===== src/rtl/uart_xbus_bridge_if.sv =====
// xbus initiator/target bundle used by the UART-to-xbus bridge.
`ifndef XADDRW
`define XADDRW 32
`endif
`ifndef XDATAW
`define XDATAW 32
`endif
`ifndef XBYTEC
`define XBYTEC 4
`endif

interface uart_xbus_bridge_if;
   logic               cs;
   logic               we;
   logic [`XBYTEC-1:0] be;
   logic [`XADDRW-1:0] addr;
   logic [`XDATAW-1:0] wdata;
   logic [`XDATAW-1:0] rdata;

   modport master (output cs, output we, output be, output addr, output wdata, input rdata);
   modport slave  (input cs, input we, input be, input addr, input wdata, output rdata);
endinterface


===== src/rtl/uart_xbus_bridge.sv =====
// UART command parser: WRITE/READ frames become single-cycle xbus accesses,
// answered with ACK, NAK or the read data over the UART transmitter.
`ifndef XADDRW
`define XADDRW 32
`endif
`ifndef XDATAW
`define XDATAW 32
`endif
`ifndef XBYTEC
`define XBYTEC 4
`endif

module uart_xbus_bridge #(
   parameter int TIMEOUT_CYC = 100000
) (
   input  logic                      clk,
   input  logic                      rst_n,
   input  logic                      rx_end,
   input  logic [7:0]                rx_data,
   output logic                      tx_start,
   output logic [7:0]                tx_data,
   input  logic                      tx_ready,
   uart_xbus_bridge_if.master        xbus,
   output logic                      busy
);

   localparam int TW = $clog2(TIMEOUT_CYC + 1);
   localparam logic [TW-1:0] TMO_LAST = TW'(TIMEOUT_CYC - 1);

   typedef enum logic [2:0] {
      IDLE    = 3'd0,
      CMD_ERR = 3'd1,
      ADDR    = 3'd2,
      DATA    = 3'd3,
      BUS     = 3'd4,
      RESP    = 3'd5,
      TXWAIT  = 3'd6
   } state_t;

   state_t             state_q, state_d;
   logic               is_rd_q, is_rd_d;
   logic [1:0]         cnt_q, cnt_d;
   logic [TW-1:0]      tmo_q, tmo_d;
   logic [31:0]        addr_q, addr_d;
   logic [31:0]        wdata_q, wdata_d;
   logic [31:0]        resp_q, resp_d;
   logic [2:0]         left_q, left_d;
   logic               tx_start_q, tx_start_d;
   logic [7:0]         tx_data_q, tx_data_d;
   logic               cs_q, cs_d;
   logic               we_q, we_d;
   logic [`XBYTEC-1:0] be_q, be_d;
   logic [31:0]        xaddr_q, xaddr_d;
   logic [31:0]        xwdata_q, xwdata_d;
   logic               busy_q, busy_d;

   // Next-state and next-output logic; outputs are derived from the next state so they register cleanly.
   always_comb begin
      state_d    = state_q;
      is_rd_d    = is_rd_q;
      cnt_d      = cnt_q;
      tmo_d      = tmo_q;
      addr_d     = addr_q;
      wdata_d    = wdata_q;
      resp_d     = resp_q;
      left_d     = left_q;
      tx_start_d = 1'b0;
      tx_data_d  = tx_data_q;
      cs_d       = 1'b0;
      we_d       = 1'b0;
      be_d       = {`XBYTEC{1'b0}};
      xaddr_d    = xaddr_q;
      xwdata_d   = xwdata_q;

      case (state_q)
         IDLE: begin
            tmo_d = {TW{1'b0}};
            if (rx_end) begin
               if (rx_data == 8'h57 || rx_data == 8'h52) begin
                  is_rd_d = (rx_data == 8'h52);
                  cnt_d   = 2'd0;
                  state_d = ADDR;
               end else begin
                  state_d = CMD_ERR;
               end
            end else begin
               state_d = IDLE;
            end
         end
         CMD_ERR: begin
            resp_d  = 32'h0000_0015;
            left_d  = 3'd1;
            state_d = RESP;
         end
         ADDR, DATA: begin
            // A byte arriving on the timeout cycle wins over the timeout.
            if (rx_end) begin
               tmo_d = {TW{1'b0}};
               cnt_d = cnt_q + 2'd1;
               if (state_q == ADDR) begin
                  addr_d[{cnt_q, 3'b000} +: 8] = rx_data;
               end else begin
                  wdata_d[{cnt_q, 3'b000} +: 8] = rx_data;
               end
               if (cnt_q == 2'd3) begin
                  state_d = (state_q == ADDR && !is_rd_q) ? DATA : BUS;
               end else begin
                  state_d = state_q;
               end
            end else if (tmo_q == TMO_LAST) begin
               tmo_d   = {TW{1'b0}};
               state_d = IDLE;
            end else begin
               tmo_d = tmo_q + {{(TW-1){1'b0}}, 1'b1};
            end
         end
         BUS: begin
            resp_d  = is_rd_q ? xbus.rdata : 32'h0000_0006;
            left_d  = is_rd_q ? 3'd4 : 3'd1;
            state_d = RESP;
         end
         RESP: begin
            if (tx_ready) begin
               tx_start_d = 1'b1;
               tx_data_d  = resp_q[7:0];
               resp_d     = {8'h00, resp_q[31:8]};
               left_d     = left_q - 3'd1;
               state_d    = TXWAIT;
            end else begin
               state_d = RESP;
            end
         end
         TXWAIT: begin
            if (!tx_ready) begin
               state_d = (left_q == 3'd0) ? IDLE : RESP;
            end else begin
               state_d = TXWAIT;
            end
         end
         default: begin
            state_d = IDLE;
         end
      endcase

      if (state_d == BUS) begin
         cs_d     = 1'b1;
         we_d     = !is_rd_d;
         be_d     = {`XBYTEC{1'b1}};
         xaddr_d  = addr_d;
         xwdata_d = wdata_d;
      end else begin
         cs_d = 1'b0;
         we_d = 1'b0;
         be_d = {`XBYTEC{1'b0}};
      end
      busy_d = (state_d != IDLE);
   end

   // State and output registers.
   always_ff @(posedge clk or negedge rst_n) begin
      if (!rst_n) begin
         state_q    <= IDLE;
         is_rd_q    <= 1'b0;
         cnt_q      <= 2'd0;
         tmo_q      <= {TW{1'b0}};
         addr_q     <= 32'h0000_0000;
         wdata_q    <= 32'h0000_0000;
         resp_q     <= 32'h0000_0000;
         left_q     <= 3'd0;
         tx_start_q <= 1'b0;
         tx_data_q  <= 8'h00;
         cs_q       <= 1'b0;
         we_q       <= 1'b0;
         be_q       <= {`XBYTEC{1'b0}};
         xaddr_q    <= 32'h0000_0000;
         xwdata_q   <= 32'h0000_0000;
         busy_q     <= 1'b0;
      end else begin
         state_q    <= state_d;
         is_rd_q    <= is_rd_d;
         cnt_q      <= cnt_d;
         tmo_q      <= tmo_d;
         addr_q     <= addr_d;
         wdata_q    <= wdata_d;
         resp_q     <= resp_d;
         left_q     <= left_d;
         tx_start_q <= tx_start_d;
         tx_data_q  <= tx_data_d;
         cs_q       <= cs_d;
         we_q       <= we_d;
         be_q       <= be_d;
         xaddr_q    <= xaddr_d;
         xwdata_q   <= xwdata_d;
         busy_q     <= busy_d;
      end
   end

   assign tx_start   = tx_start_q;
   assign tx_data    = tx_data_q;
   assign xbus.cs    = cs_q;
   assign xbus.we    = we_q;
   assign xbus.be    = be_q;
   assign xbus.addr  = xaddr_q;
   assign xbus.wdata = xwdata_q;
   assign busy       = busy_q;

endmodule


===== src/flat_wrapper.sv =====
// flat-port wrapper written by rule: the top's interface ports become plain ports
module uart_xbus_bridge_flat 
#(
   parameter int TIMEOUT_CYC = 100000
)
  (clk, rst_n, rx_end, rx_data, tx_start, tx_data, tx_ready, busy, xbus_cs, xbus_we, xbus_be, xbus_addr, xbus_wdata, xbus_rdata);
  uart_xbus_bridge_if xbus_i ();
  input  logic clk;
  input  logic rst_n;
  input  logic rx_end;
  input  logic [7:0] rx_data;
  output logic tx_start;
  output logic [7:0] tx_data;
  input  logic tx_ready;
  output logic busy;
  output wire logic [$bits(xbus_i.cs)-1:0] xbus_cs;
  output wire logic [$bits(xbus_i.we)-1:0] xbus_we;
  output wire logic [$bits(xbus_i.be)-1:0] xbus_be;
  output wire logic [$bits(xbus_i.addr)-1:0] xbus_addr;
  output wire logic [$bits(xbus_i.wdata)-1:0] xbus_wdata;
  input wire logic [$bits(xbus_i.rdata)-1:0] xbus_rdata;
  assign xbus_cs = xbus_i.cs;
  assign xbus_we = xbus_i.we;
  assign xbus_be = xbus_i.be;
  assign xbus_addr = xbus_i.addr;
  assign xbus_wdata = xbus_i.wdata;
  assign xbus_i.rdata = xbus_rdata;
  uart_xbus_bridge #(.TIMEOUT_CYC(TIMEOUT_CYC)) u_core (.clk(clk), .rst_n(rst_n), .rx_end(rx_end), .rx_data(rx_data), .tx_start(tx_start), .tx_data(tx_data), .tx_ready(tx_ready), .xbus(xbus_i), .busy(busy));
endmodule

===== config.mk =====
export PLATFORM = sky130hd
export DESIGN_NAME = uart_xbus_bridge_flat
export DESIGN_NICKNAME = d
export VERILOG_FILES = /design/src/rtl/uart_xbus_bridge_if.sv /design/src/rtl/uart_xbus_bridge.sv /design/src/flat_wrapper.sv
export SDC_FILE = /design/constraint.sdc
export NUM_CORES = 1
export LEC_CHECK = 0
export ABC_AREA = 1
export ABC_CLOCK_PERIOD_IN_PS = 4300
export CORE_MARGIN = 4
export CORE_UTILIZATION = 40
export DETAILED_ROUTE_END_ITERATION = 6
export GPL_ROUTABILITY_DRIVEN = 0
export PLACE_DENSITY_LB_ADDON = 0.12
export SYNTH_ARGS = -nofsm -noshare
export SYNTH_HDL_FRONTEND = slang
export SYNTH_SLANG_ARGS = --single-unit

===== constraint.sdc =====
create_clock -name clk -period 4.3 [get_ports clk]
set_clock_uncertainty 0.05 [all_clocks]
set_input_delay 0.43 -clock clk [delete_from_list [all_inputs] [get_ports clk]]
set_output_delay 0.43 -clock clk [all_outputs]
set_load 0.02 [all_outputs]

Word-level counts from Yosys, hierarchy flattened --
Index checks and enable logic that the tools add are counted.
Cells by class: add/subtract/negate cells 4, equal/unequal tests 15, shifts and indexed selects 2, multiplexer cells 39, reduce and logical (&&, ||, !) cells 14
Operators by type and width (count):
- $mux W32 | 8
- $pmux W32 S3 | 1
- $bwmux W32 | 2
- $mux W17 | 2
- $pmux W17 S2 | 1
- $shift A8 B7 Y32 const A | 1
- $shiftx A8 B7 Y32 | 1
- $mux W3 | 8
- $add A17 B1 Y17 const B | 1
- $eq A17 B17 Y1 const B | 1
- $eq A8 B7 Y1 const B | 2
- $pmux W3 S5 | 1
- $eq A3 B3 Y1 const B | 4
- $mux W2 | 6
- $pmux W3 S3 | 1
- $mux W1 | 7
- $neg A5 Y7 | 1
- $eq A3 B2 Y1 const B | 2
- $logic_not A3 Y1 | 2
- $ne A2 B2 Y1 const B | 3
- $reduce_bool A3 Y1 | 2
- $mux W4 | 1
- $pmux W2 S2 | 1
- $reduce_and A2 Y1 | 2
- 11 further kinds | 13
Word-level totals: flip-flop bits (word level) 202, bits of input ports 44, output and inout bits 80, word-level logic and storage cells 90

Depth between registers and ports, before layout --
Gate-level depths: netlist (run 1).
depth after elaboration 8, depth in mapped cells 12, gate-level depth less buffers 10

Worst setup path before layout (run 1) --
No wires, ideal clock.
path kind flip-flop to flip-flop, start register u_core.cnt_q[0], end register u_core.xaddr_q[15] (netlist: u_core.xbus.addr[15]), setup time 0.083 ns, arrival time 2.329 ns, data required time 4.167 ns, slack 1.839 ns, cell stages (with the launch flop) 13, buffers on the path 2, period minus slack after synthesis 2.461 ns, path through dfrtp_1 > clkbuf_1 > clkinv_1 > buf_1 > ha_1 > inv_1 > nor2_1 > inv_1 > nor3_1 > nor2_1 > nand2_1 > o21ai_0 > o21ai_0
Between the ends: longest elaborated chain between the ends 6, elaborated cells on any way between the ends 12, those cells by class 1 x add/sub; 2 x eq/ne; 2 x shift; 7 x mux
RTL lines:
- start: declaration | line uart_xbus_bridge.sv:42 | logic [1:0] cnt_q, cnt_d;
- start signal: assignment | line uart_xbus_bridge.sv:181 | cnt_q <= cnt_d;
- $neg A5 Y7 | line uart_xbus_bridge.sv:101 | addr_d[{cnt_q, 3'b000} +: 8] = rx_data;
- $shiftx A8 B7 Y32 / $shift A8 B7 Y32 (equally long branches) | line uart_xbus_bridge.sv:101
- $bwmux W32 | line uart_xbus_bridge.sv:101
- $mux W32 | line uart_xbus_bridge.sv:100 | if (state_q == ADDR) begin
- $mux W32 | line uart_xbus_bridge.sv:97 | if (rx_end) begin
- $mux W32 | line uart_xbus_bridge.sv:75 | case (state_q)
- end signal: assignment | line uart_xbus_bridge.sv:192 | xaddr_q <= xaddr_d;
- end: declaration | line uart_xbus_bridge.sv:53 | logic [31:0] xaddr_q, xaddr_d;
Parallel ways exist; a longest one is shown, timed or not. A chain may end at the register's enable or synchronous reset.

Worst setup path in the final report (run 1) --
start register u_core.cnt_q[0], end register u_core.xwdata_q[19] (netlist: u_core.xbus.wdata[19])
Between the ends: longest elaborated chain between the ends 6, elaborated cells on any way between the ends 12, those cells by class 1 x add/sub; 2 x eq/ne; 2 x shift; 7 x mux
RTL lines:
- $neg A5 Y7 * | line uart_xbus_bridge.sv:103 | wdata_d[{cnt_q, 3'b000} +: 8] = rx_data;
- $shiftx A8 B7 Y32 / $shift A8 B7 Y32 (equally long branches) | line uart_xbus_bridge.sv:103
- $bwmux W32 * | line uart_xbus_bridge.sv:103
- $mux W32 * | line uart_xbus_bridge.sv:100
- $mux W32 * | line uart_xbus_bridge.sv:97
- $mux W32 * | line uart_xbus_bridge.sv:75
- via u_core.wdata_d[19] | line uart_xbus_bridge.sv:45 | logic [31:0] wdata_q, wdata_d;
- end signal: assignment | line uart_xbus_bridge.sv:193 | xwdata_q <= xwdata_d;
- end: declaration | line uart_xbus_bridge.sv:54 | logic [31:0] xwdata_q, xwdata_d;
The timed path passes the listed nets; every way through them passes the cells marked *.

==> results of run 1 <==
[Yosys cell counts (all sizes together)]
cell type  count  area share [%]
a21oi         30             1.7
a31oi          1           0.071
buf           22             1.5
clkbuf        27             1.2
clkinv         2           0.085
dfrtp        198              56
ha             8             1.1
inv          105             4.5
nand2        376              16
nand3         72             4.1
nand4         12            0.85
nor2          89             4.0
nor3          15             1.2
nor4           1           0.071
o21a           2            0.17
o21ai        111             6.3
o22ai          2            0.14
o31ai          1           0.085
or2            4            0.28
xnor2          2            0.20
xor2           2            0.20
[stage by stage]
| step | cells | util (%) | total power, mW | area (um^2) | hold slack (ps) |
|---|---|---|---|---|---|
| 4_1_cts | 1475 | 49.7 | 4.85 | 10800 | 106 |
| 6_report | 1475 | 49.7 | 4.81 | 10800 | 31.6 |
| 2_1_floorplan | 1082 | - | 2.92 | 8830 | 84.4 |
| 5_1_grt | 1475 | 49.7 | 5.10 | 10800 | 112 |
| 3_3_place_gp | 1443 | 47.1 | 3.25 | 10200 | 411 |
| 3_5_place_dp | 1443 | 47.1 | 3.27 | 10200 | 414 |
[registers in the layout, indices dropped and copies added, names as in the netlist]
register           count
u_core.tx_data         8
u_core.tx_start        1
u_core.xbus.wdata     32
u_core.resp_q         32
u_core.is_rd_q         1
u_core.cnt_q           2
u_core.wdata_q        32
u_core.left_q          3
u_core.tmo_q          17
u_core.busy            1
u_core.xbus.we         1
u_core.xbus.addr      32
u_core.state_q         3
u_core.addr_q         32
u_core.xbus.be         1
[path summary, 6_finish.rpt]
path,startpoint,endpoint,slack [ps],depth (start not counted)
max in group asynchronous,rst_n,u_core.addr_q[24],3220,2
worst min-delay path,rst_n,u_core.tx_data[6],30,1
min in group clk,u_core.xbus.addr[28],u_core.xbus.addr[28],430,2
worst min register to register,u_core.xbus.addr[28],u_core.xbus.addr[28],430,2
worst max register to register,u_core.cnt_q[0],u_core.xbus.wdata[19],1380,10
worst max-delay path,u_core.cnt_q[0],u_core.xbus.wdata[19],1380,10
[area by class of cell]
| type | instances | area share, % |
|---|---|---|
| inverters | 107 | 3.71 |
| flip-flops and latches | 198 | 45.8 |
| clock buffers | 19 | 4.00 |
| clock inverters | 13 | 1.27 |
| repair buffers | 130 | 12.0 |
| multi-input cells | 728 | 29.9 |
| well taps | 280 | 3.24 |
[logic make-up (layout without fill, tap and decap cells)]
group | Yosys count | in the layout
AO/OA/AOI/OAI | 147 | 147
XOR/XNOR | 4 | 4
adder cells (fa/ha/maj) | 8 | 8
buffers and inverters | 156 | 269
flip-flops | 198 | 198
AND/OR/NAND/NOR | 569 | 569
[report_power, final]
part / switching, mW / internal [mW] / total, mW
clock: 0.752 / 0.819 / 1.57
sequential: 0.103 / 2.07 / 2.17
combinational: 0.760 / 0.307 / 1.07
[cell usage in the layout, fill, tap and decap left out, types with 3 or more instances in the layout]
cell type,Yosys,final
clkbuf_16,0,17
inv_2,3,3
nor3_1,12,12
o21ai_0,111,111
buf_4,9,6
nand2_1,374,374
a21oi_1,29,29
dfrtp_1,198,198
ha_1,8,8
inv_6,0,4
nand4_1,12,12
inv_1,102,102
or2_2,4,4
nor3_4,3,3
clkdlybuf4s50_1,0,122
nand3_1,72,72
nor2_1,86,86
[worst max-delay path, cell delays in order (launching register included)]
cell	delay, ps
dfrtp_1	730
clkinv_1	190
ha_1	530
inv_1	140
nor2_1	310
inv_1	170
nor3_1	340
nand2_1	100
o21ai_0	130
nand2_1	80
nand2_1	80
[layer usage]
metal | track usage [%] | vias to the layer above
met1 | 26.5 | 3322
met2 | 27.6 | 110
met3 | 5.01 | 18
met5 | 0 | -
met4 | 4.67 | 0
li1 | - | 3610
==> summary.md, run 1 <==
| Metric | Value |
|---|---|
| Routed wire per std cell | 14.6 um |
| Dpl ws | around 1400 ps |
| Cell Area, Synth | 8830 um^2 |
| Iter 0 DRT Violations | approximately 480 |
| Ant. Diodes | 0 |
| Setup TNS | 0 ps |
| Final nets | 1234 |
| First-pass GRT wire length | approximately 36000 um |
| Synth warn | 0 |
| Register area share after synthesis | 56.1% |
| Final setup margin | 1380 ps |
| Synth Instances | between 1k and 1.5k |
| Max-Cap Viols | 0 |
| Hold Fails Final Rpt | 0 |
| XOR/XNOR Fraction of Synth Area | less than 1% |
| Mux cell area share after synthesis | 0% |
| Initial Util | 40.6% |
| CP max FO | 20 |
| Area growth, synth to finish | 22.5% |
| Clk slew on worst S/H paths | 80 ps |
| Lkg Pwr | 5.21 nW |
| Root buf cell | clkbuf_16 |
| Remaining DRCs | 0 |
| Worst-Margin Slew | 984 ps |
| Post-CTS Hold Buffers | 0 |
| Fraction of the mapped netlist area in simple logic gates | around a quarter |
| Outcome | complete, no violations |
| Clk_lat worst skew | roughly 440 ps |
| Pwr per Cell Area | 444 nW/um^2 |
| Initial antenna violation count | 0 |
| Cell row count | between 50 and 60 |
| Maximum buffer depth of the clock tree | 2 |
| Main combinational cell family by area after synthesis | simple AND/OR/NAND/NOR gates |
| Via-per-instance ratio | 4.79 |
| Critical Path AT | 3250 ps |
| Via count | 7060 |
| Clk sinks | 198 |
| M1 WL | 10900 um |
| Number of global-route vias before repair | 6968 |
| Dpl hpwl | 14700 um |
| Yosys reg bits | 198 |
| WL met3 | 983 um |
| Library cells used by synthesis | 31 |
| Post-CTS sizing | 0 |
| Setup CP Type | register to register |
| Port bufs | 123 |
| Crit start category | register |
| Fillers | ~2.1k |
| Num CTS Buffers | 17 |
| DIE AREA | 24500 um^2 |
| Met2 Wirelength | 9340 um |
| Die Span Y | 157 um |
| Total global routing overflow | 0 |
| RSZ-0062 raised after global routing | false |
| CTS tree | yes |
| Period utilization | between 60 and 70% |
| Core ar. | approximately 22000 um^2 |
| Worst EP required | 4630 ps |
| Min-Delay Path Class | input pin to async pin |
| Layout cells sized above 1 | 4.52% |
| Max rail drop VDD | 0.264 mV |
| Register area | between 4000 and 5000 um^2 |
| Compound-Gate Fraction of Synth Area | between 8 and 9% |
| Max-slew violations | 0 |
| Setup violators final | 0 |
| Fraction of the mapped netlist area in adder cells | approximately 1.1% |
| H-tree levels | 4 |
| DR pass1 iterations | 5 |
| Post-Syn Area per Cell | slightly above 8 um^2 |
| Slew margin rel. | about 34% |
| Worst Setup End Kind | register |
| Antenna Violating Nets Remaining | 0 |
| Post-CTS setup buffer count | 0 |
| Multi-input gate area | 3240 um^2 |
| All-layer global routing usage | 18.4% |
| Routed wire length | 21500 um |
| Largest net degree at the start of global routing | 116 |
| Die X | 157 um |
| Max frequency | 343 MHz |
| Syn_nets | around 1.1k |
| Tmin final | slightly below 3000 ps |
| Max layer used | met4 |
| Top Ports | ~120 |
Note: power is estimated with default switching activity, not from simulation.
==> run 2: changes to the inputs <==
--- a/config.mk
+++ b/config.mk
@@ -6,7 +6,7 @@
 export NUM_CORES = 1
 export LEC_CHECK = 0
 export ABC_AREA = 1
-export ABC_CLOCK_PERIOD_IN_PS = 4300
+export ABC_CLOCK_PERIOD_IN_PS = 2940
 export CORE_MARGIN = 4
 export CORE_UTILIZATION = 40
 export DETAILED_ROUTE_END_ITERATION = 6
==> constraint.sdc (replaced) <==
create_clock -name clk -period 2.94 [get_ports clk]
set_clock_uncertainty 0.05 [all_clocks]
set_input_delay 0.294 -clock clk [delete_from_list [all_inputs] [get_ports clk]]
set_output_delay 0.294 -clock clk [all_outputs]
set_load 0.02 [all_outputs]
==> summary.md, run 2 (same netlist as run 1, synthesis figures left out) <==
| Metric | Value |
|---|---|
| Outcome | complete, no violations |
| Maximum buffer depth of the clock tree | 2 (unchanged) |
| H-tree levels | 4 (unchanged) |
| Worst path most repeated cell | inv_1 |
| Cells on worst reg2reg path | 11 (+1) |
| Largest net degree at the start of global routing | 74 (-36%) |
| Via-per-instance ratio | 4.72 (-1.4%) |
| Setup TNS | 0 ps (unchanged) |
| Cell row count | 54 (unchanged) |
| Hold Fails Final Rpt | 0 (unchanged) |
| Tmin final | 2260 ps (-653 ps) |
| Ant. Diodes | 0 (unchanged) |
| CP delay by family, top | simple AND/OR/NAND/NOR gates |
| Worst EP required | 3230 ps (-1400 ps) |
| Layout cells sized above 1 | 4.99% (+0.47 points) |
| Post-Layout Cell Count | 1482 (+0.47%) |
| Most frequent cells in the layout | 374 x nand2_1, 198 x dfrtp_1, 122 x clkdlybuf4s50_1 |
| Worst-Margin Slew | 755 ps (-229 ps) |
| Pwr per Cell Area | 645 nW/um^2 (+45%) |
| Port bufs | 123 (unchanged) |
| Clk slew on worst S/H paths | 70 ps (about the same) |
| Slowest-stage cell, CP | dfrtp_1 |
| Slowest stage delay, CP | 400 ps (-330 ps) |
| Dpl hpwl | 15000 um (+1.8%) |
| Fillers | 2145 (+0.52%) |
| CP max FO | 11 (-45%) |
| DR pass1 iterations | 5 (unchanged) |
| Met2 GRT Util | 28.4% (+0.74 points) |
| Multi-input gate area | 3240 um^2 (unchanged) |
| First-pass GRT wire length | 36200 um (+0.84%) |
| Die Span Y | 157 um (unchanged) |
| Clk_lat worst skew | 420 ps (-20 ps) |
| Max-slew violations | 0 (unchanged) |
| Worst Setup End Kind | register |
| CTS tree | yes |
| Remaining DRCs | 0 (unchanged) |
| Global route hottest layer | met2 |
| All-layer global routing usage | 18.4% (+0.068 points) |
| Initial Util | 40.6% (unchanged) |
| Clk sinks | 198 (unchanged) |
| FF-to-FF End | u_core.xbus.addr[15] |
| Inst Count DP | 1449 (+0.42%) |
| DIE AREA | 24500 um^2 (unchanged) |
| Slew margin rel. | 49.2% (+15 points) |
| Setup violators final | 0 (unchanged) |
| Max rail drop VDD | 0.383 mV (+45%) |
| Area growth, synth to finish | 23.4% |
| Antenna Violating Nets Remaining | 0 (unchanged) |
| Die X | 157 um (unchanged) |
| Commonest non-fill, non-tap cell in the layout | nand2_1 |
| Iter 0 DRT Violations | 372 (-23%) |
| Routed wire length | 21700 um (+1.2%) |
| Number of global-route vias before repair | 6908 (-0.86%) |
| Register area | 4950 um^2 (unchanged) |
| Total global routing overflow | 0 (unchanged) |
| Routed wire per std cell | 14.7 um (+0.73%) |
| Reg2reg start | u_core.cnt_q[1] |
| Initial antenna violation count | 0 (unchanged) |
| Grt met1 use | 26.7% (+0.23 points) |
| Top Ports | 124 (unchanged) |
| Root buf cell | clkbuf_16 |
| Post-CTS Hold Buffers | 1 (+1) |
| Met3 usage | 4.98% (-0.028 points) |
| Via count | 6996 (-0.91%) |
| Period utilization | 77.0% (+9.1 points) |
| Post-CTS sizing | 0 (unchanged) |
| Setup CP Type | register to register |
| Post-CTS setup buffer count | 0 (unchanged) |
| Max frequency | 442 MHz (+29%) |
| Final nets | 1241 (+0.57%) |
| Critical Path AT | 2550 ps (-700 ps) |
| Min-Delay Path Class | input pin to async pin |
| RSZ-0062 raised after global routing | false |
| Worst path cell trace | inv_1 -> ha_1 -> buf_4 -> inv_1 -> nor2_1 -> inv_1 -> nor3_1 -> nor2_1 -> nand2_1 -> o21ai_0 -> o21ai_0 |
| Max-Cap Viols | 0 (unchanged) |
| Num CTS Buffers | 17 (unchanged) |
| Crit start category | register |
| Lkg Pwr | 5.25 nW (+0.81%) |
| Core ar. | 21800 um^2 (unchanged) |
| Worst Path Buf+Inv | 4 (+1) |
| R2R Setup Slk | 680 ps (-710 ps) |
==> run 2: changes by cell type in the layout (fill, tap and decap cells not counted), moves of 2 or more <==
| cell | change |
|---|---|
| inv_8 | +3 |
| clkbuf_8 | +2 |
| buf_12 | +2 |
| inv_6 | -4 |
| buf_4 | +4 |
==> run 2: through the flow <==
stage	instance area, um^2	util (%)	power [mW]	worst slack, ps	hold WS, ps
detailed placement	10300	47.4	4.83	570	317
global route	10900	50.1	7.46	317	411
finish	10900	50.1	7.03	677	390
CTS	10900	50.1	7.11	661	388
floorplan	8830	-	4.26	479	-51.6
global placement	10300	47.4	4.81	594	317
==> run 2: power breakdown <==
part           internal [mW]  switching (mW)
Combinational          0.483            1.12
Clock                   1.17            1.10
Sequential              3.02           0.137
Total                   4.67            2.35
==> run 2: how the worst max path moves through the flow <==
stage	slack [ps]	end	start	cells after the start
after floorplan	480	u_core.xbus.addr[15]	u_core.cnt_q[0]	12
after global placement	590	u_core.xbus.addr[20]	rx_end	8
after detailed placement	570	u_core.xbus.addr[16]	rx_end	8
after CTS	660	u_core.xbus.addr[15]	u_core.state_q[2]	5
after global routing	320	u_core.xbus.addr[15]	u_core.cnt_q[1]	11
final	680	u_core.xbus.addr[15]	u_core.cnt_q[1]	11
==> run 2: per-layer routing <==
metal / wire, um / up-vias
met2: 9860 / 114
met3: 1030 / 7
met1: 10700 / 3255
met4: 106 / 0
met5: 0 / -
li1: - / 3620
==> run 2: layout make-up <==
cell class,count,share of cell area (%)
clock buffers,21,4.23
repair buffers,137,12.7
clock inverters,11,1.01
flip-flops and latches,198,45.5
multi-input cells,728,29.7
inverters,107,3.69
well taps,280,3.22
